==> config.mk <==
export PLATFORM = sky130hd
export DESIGN_NAME = atomic_counter_reader
export DESIGN_NICKNAME = d
export VERILOG_FILES = /design/src/rtl/atomic_counter_reader.sv
export SDC_FILE = /design/constraint.sdc
export NUM_CORES = 1
export LEC_CHECK = 0
export ABC_AREA = 1
export BUFFER_PORTS_ARGS = -buffer_cell sky130_fd_sc_hd__buf_2
export CAP_MARGIN = 20
export CORE_ASPECT_RATIO = 1.2
export CORE_UTILIZATION = 30
export CTS_BUF_LIST = sky130_fd_sc_hd__clkbuf_4 sky130_fd_sc_hd__clkbuf_8
export DETAILED_ROUTE_END_ITERATION = 16
export HOLD_SLACK_MARGIN = 0.03
export MAX_ROUTING_LAYER = met4
export PLACE_DENSITY = 0.54
export SETUP_SLACK_MARGIN = 0.05
export SLEW_MARGIN = 40
export SYNTH_ARGS = -nofsm -noshare
export SYNTH_HDL_FRONTEND = slang
export SYNTH_SLANG_ARGS = --single-unit
==> constraint.sdc <==
create_clock -name clk -period 2.8 [get_ports clk]
set_input_delay 0.28 -clock clk [delete_from_list [all_inputs] [get_ports clk]]
set_output_delay 0.28 -clock clk [all_outputs]
set_load 0.005 [all_outputs]
==> src/rtl/atomic_counter_reader.sv <==
// ---------------------------------------------------------------------------
// atomic_counter_reader
//
// Takes coherent 64-bit snapshots of a 64-bit counter that exposes a 32-bit
// read port. Each snapshot starts with an atomic low-word read. The counter
// latches its upper half at that moment. A plain high-word read follows and
// returns the latched half. The two words are joined and queued in a small
// FIFO that drains over a valid/ready stream.
//
// Optional feature (macro ATOMIC_COUNTER_READER_TIMEOUT_EN):
//   If the counter fails to ack within TIMEOUT consecutive wait cycles, the
//   sequence is aborted and timeout_o pulses. Without the macro the wait
//   states wait forever and timeout_o is tied low.
//
// Parameters:
//   DEPTH   - snapshot FIFO entries (power of two, >= 2)
//   TIMEOUT - max consecutive ack-less wait cycles (1..255)
//
// Ports:
//   clk          - clock, rising edge
//   reset        - asynchronous active-low reset
//   sample_i     - single-cycle snapshot request
//   busy_o       - read sequence in flight
//   drop_o       - registered pulse: a sample_i was not accepted
//   timeout_o    - registered pulse: a sequence was aborted
//   cnt_req_o    - counter read request
//   cnt_atomic_o - request is the atomic low-word read
//   cnt_ack_i    - counter read acknowledge
//   cnt_data_i   - counter read data, valid with cnt_ack_i
//   snap_valid_o - FIFO head valid
//   snap_ready_i - consumer accepts FIFO head
//   snap_data_o  - FIFO head {high word, low word}
//   snap_count_o - FIFO occupancy
// ---------------------------------------------------------------------------
module atomic_counter_reader #(
   parameter int DEPTH   = 4,
   parameter int TIMEOUT = 15
) (
   input  logic                   clk,
   input  logic                   reset,
   input  logic                   sample_i,
   output logic                   busy_o,
   output logic                   drop_o,
   output logic                   timeout_o,
   output logic                   cnt_req_o,
   output logic                   cnt_atomic_o,
   input  logic                   cnt_ack_i,
   input  logic [31:0]            cnt_data_i,
   output logic                   snap_valid_o,
   input  logic                   snap_ready_i,
   output logic [63:0]            snap_data_o,
   output logic [$clog2(DEPTH):0] snap_count_o
);

   localparam int AW = $clog2(DEPTH);
   localparam logic [AW:0] FULL_COUNT = (AW+1)'(DEPTH);

   typedef enum logic [2:0] {
      IDLE,
      REQ_LO,
      WAIT_LO,
      REQ_HI,
      WAIT_HI
   } state_t;

   state_t        state;
   state_t        next_state;

   logic [31:0]   lo_word;
   logic [63:0]   mem [DEPTH];
   logic [AW-1:0] wr_ptr;
   logic [AW-1:0] rd_ptr;
   logic [AW:0]   count;

   logic          drop_q;
   logic          drop_next;
   logic          lo_load;
   logic          push;
   logic          pop;
   logic          wait_expire;

   // Legal parameter space: DEPTH a power of two >= 2, TIMEOUT in 1..255.
   // The pointer arithmetic below relies on DEPTH being a power of two.
   if (DEPTH < 2 || (DEPTH & (DEPTH - 1)) != 0 || TIMEOUT < 1 || TIMEOUT > 255) begin : g_param_out_of_range
   end

`ifdef ATOMIC_COUNTER_READER_TIMEOUT_EN
   localparam logic [7:0] WAIT_LAST = 8'(TIMEOUT - 1);

   logic [7:0] wait_cnt;
   logic       timeout_q;
   logic       in_wait;

   assign in_wait     = (state == WAIT_LO) || (state == WAIT_HI);
   assign wait_expire = in_wait && !cnt_ack_i && (wait_cnt == WAIT_LAST);

   // Counts consecutive ack-less wait cycles. Any exit from a wait state
   // (ack or abort) clears it, so the high-word wait starts from zero.
   always_ff @(posedge clk or negedge reset) begin
      if (!reset) begin
         wait_cnt <= '0;
      end else if (in_wait && !cnt_ack_i && !wait_expire) begin
         wait_cnt <= wait_cnt + 8'd1;
      end else begin
         wait_cnt <= '0;
      end
   end

   // The abort pulse is visible in the first IDLE cycle after the abort.
   always_ff @(posedge clk or negedge reset) begin
      if (!reset) begin
         timeout_q <= 1'b0;
      end else begin
         timeout_q <= wait_expire;
      end
   end

   assign timeout_o = timeout_q;
`else
   assign wait_expire = 1'b0;
   assign timeout_o   = 1'b0;
`endif

   // State register.
   always_ff @(posedge clk or negedge reset) begin
      if (!reset) begin
         state <= IDLE;
      end else begin
         state <= next_state;
      end
   end

   // Next-state logic. FIFO space is reserved when a sample is accepted,
   // which is why the WAIT_HI push never needs a full check. The high-word
   // request is only reached after the low-word ack. That ordering makes
   // the counter's latched upper half match the low word.
   always_comb begin
      next_state = state;
      drop_next  = 1'b0;
      lo_load    = 1'b0;
      push       = 1'b0;
      case (state)
         IDLE: begin
            if (sample_i) begin
               if (count < FULL_COUNT) begin
                  next_state = REQ_LO;
               end else begin
                  drop_next = 1'b1;
               end
            end
         end
         REQ_LO: begin
            next_state = WAIT_LO;
         end
         WAIT_LO: begin
            if (cnt_ack_i) begin
               lo_load    = 1'b1;
               next_state = REQ_HI;
            end else if (wait_expire) begin
               next_state = IDLE;
            end
         end
         REQ_HI: begin
            next_state = WAIT_HI;
         end
         WAIT_HI: begin
            if (cnt_ack_i) begin
               push       = 1'b1;
               next_state = IDLE;
            end else if (wait_expire) begin
               next_state = IDLE;
            end
         end
         default: begin
            next_state = IDLE;
         end
      endcase
      if (sample_i && state != IDLE) begin
         drop_next = 1'b1;
      end
   end

   // Moore outputs, decoded from state only.
   assign busy_o       = (state != IDLE);
   assign cnt_req_o    = (state == REQ_LO) || (state == REQ_HI);
   assign cnt_atomic_o = (state == REQ_LO);

   // Registered drop pulse and the low-word holding register.
   always_ff @(posedge clk or negedge reset) begin
      if (!reset) begin
         drop_q  <= 1'b0;
         lo_word <= '0;
      end else begin
         drop_q <= drop_next;
         if (lo_load) begin
            lo_word <= cnt_data_i;
         end
      end
   end

   assign drop_o = drop_q;

   // Snapshot FIFO. Storage is cleared on reset so the head reads 0 out of
   // reset. Pointers wrap naturally because DEPTH is a power of two.
   assign pop = snap_valid_o && snap_ready_i;

   always_ff @(posedge clk or negedge reset) begin
      if (!reset) begin
         wr_ptr <= '0;
         rd_ptr <= '0;
         count  <= '0;
         for (int i = 0; i < DEPTH; i++) begin
            mem[i] <= '0;
         end
      end else begin
         if (push) begin
            mem[wr_ptr] <= {cnt_data_i, lo_word};
            wr_ptr      <= wr_ptr + 1'b1;
         end
         if (pop) begin
            rd_ptr <= rd_ptr + 1'b1;
         end
         case ({push, pop})
            2'b10:   count <= count + 1'b1;
            2'b01:   count <= count - 1'b1;
            default: count <= count;
         endcase
      end
   end

   assign snap_valid_o = (count != '0);
   assign snap_data_o  = mem[rd_ptr];
   assign snap_count_o = count;

endmodule

==> results summary, run 1 <==
The worst hold path was traced through 3 stages. The final critical-path required period came out at 2.66 ns. The final estimated routing congestion in global placement came out at 0.740. The total routing resource utilization after global routing came out at 0.189. The overall power after layout is 17.9 mW. The final hold violation count is 0. The first detailed-routing pass took 5 iterations. The initial core utilization came out at 0.304.

The worst setup path is captured at an output port. The number of port buffers is 108. Of the post-synthesis cell area, the dominant cell type holds 0.546. The HPWL after detailed placement is 23.7 mm.

The wire length of the first global-routing pass came out at 67.6 mm. The cell area that synthesis handed to floorplanning was 13,700 um^2. The core occupancy in the finished layout came out at 0.358. The final cell count without fillers came out at 2,419. The via count of the first global-routing pass is 11,600. The cell count after synthesis came out at 1,674.

The setup slack of the worst register-to-register path is 0.75 ns. The setup TNS came out at 0 ns. The final clock period utilization by the worst path is 0.950. The startpoint type of the worst setup path is a flop. The run finished with clean final reports. The final setup violation count came out at 0.

The H-tree was split into 2 levels. The final design area excluding fillers is 16,100 um^2. Dividing total power by cell area gives a power density of 1110 nW/um^2. The placeable core area came out at 45,000 um^2. The TritonCTS sink count came out at 299. The measured slew at the worst slew-check pin came out at 0.858 ns. The pin count of the biggest net entering global routing came out at 113. The I/O pin total came out at 110. The number of nets produced by synthesis is 1,717. At the worst endpoint, the required time is 2.52 ns.

The detailed-route wire length per cell came out at 17.6 um. The total number of vias is 11,800. The data arrival time of the worst path is 2.38 ns. The setup path with the least slack is of type reg -> out. The fraction of final layout cells sized beyond drive strength 1 is 0.136. The library cell occupying the most area in the post-synthesis netlist is sky130_fd_sc_hd__dfrtp_1. Counting flops and latches in the post-synthesis netlist gives 299. Measured in cells, the most critical reg-to-reg path has a length of 7. TritonCTS built the clock tree.

The aggregate global routing overflow is 0. The via density per instance came out at 4.89. Once placement finished, the instance area stood at 14,700 um^2.

The number of buffers added for setup after CTS came out at 0. Final hold analysis gives a worst-case slack of 0.127 ns. By area the synthesized netlist is led by sky130_fd_sc_hd__dfrtp_1 55%, sky130_fd_sc_hd__nand2_1 15%, sky130_fd_sc_hd__nand3_1 9.4%, sky130_fd_sc_hd__o21ai_0 6.0%, sky130_fd_sc_hd__nor2_1 3.6%. The tightest min-delay check is of the in -> reg type. The number of buffers on the longest clock path is 3. For this run, the leading register cell type out of synthesis is sky130_fd_sc_hd__dfrtp_1. The detailed-route DRC error count came out at 0. The max-capacitance violation count is 0. The leakage dissipation came out at 8.47 nW. The maximum clock skew at final layout is 0.0237 ns. The sequential cell area fraction in the yosys report is 0.546. The async set-reset flop share out of synthesis came out at 1.00.

VDD sags by at most 0.593 mV. The Yosys step of the flow raised 0 warnings. The most common cell in the synthesized netlist is sky130_fd_sc_hd__nand2_1.

The count of distinct cell types in the synthesized netlist came out at 24. Clock latency on the worst-skew pair, taken at its later pin, is 0.61 ns. For this run, the post-layout net count is 1,818. Setup repair after global routing left no endpoint under its margin. The worst slack at placement is 0.744 ns. The tightest slew margin relative to the limit is 0.428. The number of buffers created by CTS came out at 49. The startpoint identified for the worst hold timing path is snap_ready_i. The count of flip-flops with a built-in enable after synthesis is 0. Sorting the synthesized cells by how often they occur yields 558 x sky130_fd_sc_hd__nand2_1, 299 x sky130_fd_sc_hd__dfrtp_1, 258 x sky130_fd_sc_hd__nand3_1.

The width of the chip is 197 um. The count of nets left with antenna violations once routing finished came out at 0. The clock transition at the registers of the reported paths came out at 0.06 ns.

The worst register-to-register path begins at state[1]. After synthesis, the mean cell area works out to 8.18 um^2. The peak clock frequency supported by timing came out at 376 MHz.

The initial DRC count came out at 993. The most critical setup path has its startpoint at rd_ptr[0]. The number of instances in the placed design is 2,298. In this run the clock root is driven by a sky130_fd_sc_hd__clkbuf_8.

The total count of max-transition violations in the final report is 0. The largest fanout of any net on the critical path is 40. The final critical-path setup slack is 0.139 ns. The die footprint is 46,500 um^2. The die extent in y is 236 um. The count of filler cells inserted in the layout came out at 4,710.

The number of placement rows came out at 85. Summed over all layers, the routed wires come to 42.5 mm. The initial antenna violation count came out at 1. The synthesis-to-finish area growth is 17.7%.
## cell usage in the layout, fill, tap and decap left out, types with 2 or more instances in the layout
cell type / synthesis / layout
sky130_fd_sc_hd__nand2_1: 558 / 558
sky130_fd_sc_hd__dfrtp_1: 299 / 297
sky130_fd_sc_hd__nand3_1: 258 / 257
sky130_fd_sc_hd__o21ai_0: 165 / 165
sky130_fd_sc_hd__nor2_1: 133 / 133
sky130_fd_sc_hd__buf_2: 40 / 107
sky130_fd_sc_hd__o22ai_1: 64 / 63
sky130_fd_sc_hd__clkbuf_8: 0 / 62
sky130_fd_sc_hd__inv_1: 46 / 45
sky130_fd_sc_hd__dlygate4sd3_1: 0 / 35
sky130_fd_sc_hd__buf_4: 3 / 22
sky130_fd_sc_hd__clkbuf_4: 0 / 17
sky130_fd_sc_hd__buf_12: 0 / 11
sky130_fd_sc_hd__clkinv_2: 0 / 6
sky130_fd_sc_hd__nand2_2: 4 / 4
sky130_fd_sc_hd__ha_2: 0 / 4
sky130_fd_sc_hd__xor2_1: 3 / 3
sky130_fd_sc_hd__xnor2_1: 2 / 2
sky130_fd_sc_hd__nand3_2: 1 / 2
sky130_fd_sc_hd__buf_6: 24 / 2
## routing by layer
layer / part of all wire / track usage
met1: 0.47 / 0.269
met2: 0.46 / 0.281
met3: 0.051 / 0.0263
met4: 0.019 / 0.0538
met5: 0 / -
## state kept, by name, indices dropped and copies added (netlist names)
register      flops
mem             256
drop_o            1
lo_word          32
state             3
snap_count_o      3
rd_ptr            2
wr_ptr            2
## report_power, final
| part | internal [mW] | switching (mW) |
|---|---|---|
| registers | 5.83 | 1.10 |
| clock network | 2.20 | 1.79 |
| logic | 2.42 | 4.55 |
| total | 10.5 | 7.44 |
## area by class of cell
type	instances	area (um^2)	area share
Antenna cell	1	2.50	0.000155
Clock buffer	79	981	0.0609
Clock inverter	6	32.5	0.00202
Inverter	48	191	0.0119
Multi-Input combinational cell	1198	5320	0.330
Sequential cell	299	7490	0.465
Tap cell	609	762	0.0473
Timing Repair Buffer	179	1340	0.0829
## critical path, cell delays in order, from the launching register on
cell and delay, ns:
sky130_fd_sc_hd__dfrtp_4 0.60, sky130_fd_sc_hd__inv_6 0.18, sky130_fd_sc_hd__buf_16 0.23, sky130_fd_sc_hd__buf_4 0.21
sky130_fd_sc_hd__o21ai_0 0.08, sky130_fd_sc_hd__o22ai_1 0.27, sky130_fd_sc_hd__buf_2 0.18
## final timing paths
check                                        to
worst min register to register         mem[159]
min in group asynchronous              mem[217]
worst max-delay path            snap_data_o[62]
max in group asynchronous               mem[44]
worst max register to register          mem[62]
worst min-delay path                  rd_ptr[0]
## logic make-up (layout without fill, tap and decap cells)
kind of cell / after synthesis / in the layout / synth area share
flops: 299 / 299 / 0.546
xor+xnor: 5 / 5 / 0.00320
other cells: 1 / 2 / 0.000274
compound gates: 230 / 230 / 0.0901
fa+ha+maj: 6 / 6 / 0.00603
simple gates: 956 / 956 / 0.288
buf+inv: 177 / 312 / 0.0665
## timing repair
action	CTS	global route
hold buffers	35	0
endpoints found under the hold margin	239	0
setup endpoints to repair	0	10
resized for setup	0	5
(Power assumes the default switching activity.)
==> inputs of run 2 (changes only) <==
Settings changed: CTS_CLUSTER_DIAMETER set to 120, PLACE_DENSITY 0.54 to 0.45.
==> run 2 against run 1 <==
Net effect: total power rose by 0.62%; hold slack got worse by 0.012 ns; critical path depth fell by 1; utilization rose by 0.20 points; clock skew rose by 0.0083 ns; clock power rose by 5%; first-iteration DRC count fell by 22%; fmax rose by 2.4%; sequential power rose by 0.9%; global-route usage rose by 1.2 points.
==> results summary, run 2 (synthesis results as in run 1) <==
The run finished with clean final reports. The fraction of final layout cells sized beyond drive strength 1 came to 0.141 (+0.00475). The switching power is 7.44 mW (about the same).

The number of buffers added for setup after CTS is 0 (unchanged). The source of the worst register-to-register timing path is state[1]. The combinational share of power is 0.380 (-0.010).

The final cell count without fillers came out at 2,430 (+0.45%). The number of buffers on the longest clock path came out at 3 (unchanged). The peak clock frequency supported by timing came to 385 MHz (+2.4%).

The number of buffers created by CTS is 51 (+4.1%). The worst hold slack is 0.115 ns (-0.0117 ns). The setup TNS is 0 ns (unchanged). The max-capacitance violation count came to 0 (unchanged). The via count of the first global-routing pass is 11,700 (+1.3%).

The total number of vias came to 11,700 (-0.89%). The HPWL after detailed placement is 24.8 mm (+4.4%). The initial DRC count is 776 (-22%). In the final layout, the registers with the most flip-flops are mem: 256 flops, lo_word: 32 flops. The number of placement rows came out at 85 (unchanged). The final estimated routing congestion in global placement was 0.758 (+2.4%). The critical path is of the reg -> out type.

The measured slew at the worst slew-check pin came out at 0.720 ns (-0.138 ns). The number of flip-flops under the largest register name came out at 256 (unchanged). The cell area power density came out at 1110 nW/um^2 (about the same). The class of the tightest hold or removal check is in -> reg. The via density per instance came out at 4.83 (-1.3%). The number of levels in the clock H-tree is 2 (unchanged).

TritonCTS built the clock tree. The register with the highest flop count is mem. The number of stages on the worst hold path came to 3 (unchanged). The core occupancy in the finished layout is 0.360 (+0.00200). The final critical-path required period came out at 2.60 ns (-0.0627 ns).

The pin count of the biggest net entering global routing is 101 (-11%). The total wire length after detailed routing came out at 44.2 mm (+4.1%). Compared with the post-synthesis result, the final layout area differs by 18.3%. The startpoint type of the worst setup path is a flop.

The most common library cell in the layout ignoring fill and taps is sky130_fd_sc_hd__nand2_1. The clock transition at the registers of the reported paths came to 0.07 ns (about the same). STA classifies the critical path endpoint as an output port. The cell internal power dissipation came out at 10.6 mW (+1.1%). The leakage dissipation came out at 8.53 nW (+0.73%). The final design area excluding fillers came to 16,200 um^2 (+0.56%). The die footprint came to 46,500 um^2 (unchanged).

The initial core utilization came out at 0.304 (unchanged). The worst supply voltage drop on vdd is 0.496 mV (-16%). The final setup violation count is 0 (unchanged).

The maximum clock skew at final layout came out at 0.0320 ns (+0.00827 ns). The tightest slew margin relative to the limit is 0.520 (+0.0919). The die extent in y came out at 236 um (unchanged). The setup slack of the worst register-to-register path came out at 0.83 ns (+0.08 ns). The aggregate global routing overflow came out at 0 (unchanged). The clock latency of the later-clocked register in the worst-skew pair came out at 0.60 ns (about the same). The detailed-route wire length per cell came to 18.2 um (+3.6%). The path with the worst hold slack has its endpoint at rd_ptr[1]. Setup repair after global routing left no endpoint under its margin. The fraction of power spent switching nets came out at 0.413 (-0.00250).

The required time of the critical path is 2.52 ns (about the same). The largest fanout of any net on the critical path is 23 (-43%). The wire length of the first global-routing pass is 70.7 mm (+4.7%). The remaining antenna violation count came out at 0 (unchanged). The number of port buffers came out at 108 (unchanged).

The top cell types in the final layout, fill and taps aside, are 558 x sky130_fd_sc_hd__nand2_1, 297 x sky130_fd_sc_hd__dfrtp_1, 257 x sky130_fd_sc_hd__nand3_1. The endpoint identified for the worst register-to-register timing path is mem[165]. The I/O pin total is 110 (unchanged). The length of the first detailed-routing pass in iterations came to 5 (unchanged).

The number of nets at the end of the flow is 1,826 (+0.44%). The TritonCTS sink count is 299 (unchanged). The number of instances in the placed design came out at 2,304 (+0.26%). The placeable core area is 45,000 um^2 (unchanged).

The total count of max-transition violations in the final report was 0 (unchanged). The total routing resource utilization after global routing came out at 0.201 (+0.0118). The width of the chip is 197 um (unchanged).

The final hold violation count is 0 (unchanged). The startpoint of the most critical hold path is snap_ready_i. The count of cells along the worst register-to-register path is 6 (-1).

The data arrival time of the worst path came to 2.32 ns (-0.06 ns). The proportion of power drawn by flip-flops and latches came out at 0.388 (about the same). The instance area at placement is 14,800 um^2 (+0.22%).

The initial antenna violation count was 2 (+1). The portion of total power attributed to the clock network came to 0.232 (+0.009). The final clock period utilization by the worst path is 0.928 (-0.0224). The detailed-route DRC error count came to 0 (unchanged). The buffer cell driving the clock tree root is sky130_fd_sc_hd__clkbuf_8.
==> run 2: cell type report <==
class                           count  area (um^2)
Fill cell                        4748        28800
Sequential cell                   299         7490
Multi-Input combinational cell   1198         5320
Timing Repair Buffer              185         1360
Clock buffer                       85         1060
Tap cell                          609          762
Inverter                           48          188
Clock inverter                      4         22.5
Antenna cell                        2         5.00
==> run 2: how the worst max path moves through the flow <==
stage	startpoint	cells past startpoint	slack, ns	end
after CTS	rd_ptr[0]	4	0.12	snap_data_o[44]
final	rd_ptr[0]	5	0.20	snap_data_o[33]
after detailed placement	rd_ptr[0]	4	0.78	snap_data_o[44]
after global routing	rd_ptr[0]	5	0.06	snap_data_o[33]
after floorplan	snap_count_o[0]	10	1.09	snap_count_o[2]
after global placement	rd_ptr[0]	4	0.76	snap_data_o[44]
==> run 2: per-stage QoR <==
step / setup slack, ns / power (mW)
floorplan: 1.09 / 10.9
global placement: 0.760 / 13.8
detailed placement: 0.776 / 13.9
CTS: 0.125 / 18.3
global route: 0.0561 / 19.5
finish: 0.202 / 18.0
==> run 2: power by group through the flow <==
stage          Clock (mW)  Combinational [mW]  Sequential [mW]
5_1_grt              4.54                7.73             7.20
2_1_floorplan           0                4.32             6.58
3_5_place_dp            0                6.92             7.03
6_report             4.18                6.83             6.99
4_1_cts              4.33                6.96             6.98
3_3_place_gp            0                6.82             7.03
==> run 2: repair_timing <==
| item | in CTS | in global routing |
|---|---|---|
| resized for setup | 0 | 2 |
| hold buffers | 35 | 0 |
| hold endpoints to repair | 222 | 0 |
| setup endpoints to repair | 0 | 1 |
==> run 2: per-layer routing <==
metal	global-route usage	share of wire	vias to the layer above
li1	-	-	5681
met1	0.282	0.48	5688
met2	0.304	0.46	298
met3	0.0285	0.048	59
met4	0.0524	0.018	0
met5	-	0	-
==> run 2: critical path, cell delays in order (launching register included) <==
cell,delay [ns]
sky130_fd_sc_hd__dfrtp_4,0.62
sky130_fd_sc_hd__inv_4,0.26
sky130_fd_sc_hd__buf_4,0.30
sky130_fd_sc_hd__o21ai_0,0.11
sky130_fd_sc_hd__o22ai_1,0.27
sky130_fd_sc_hd__buf_2,0.18
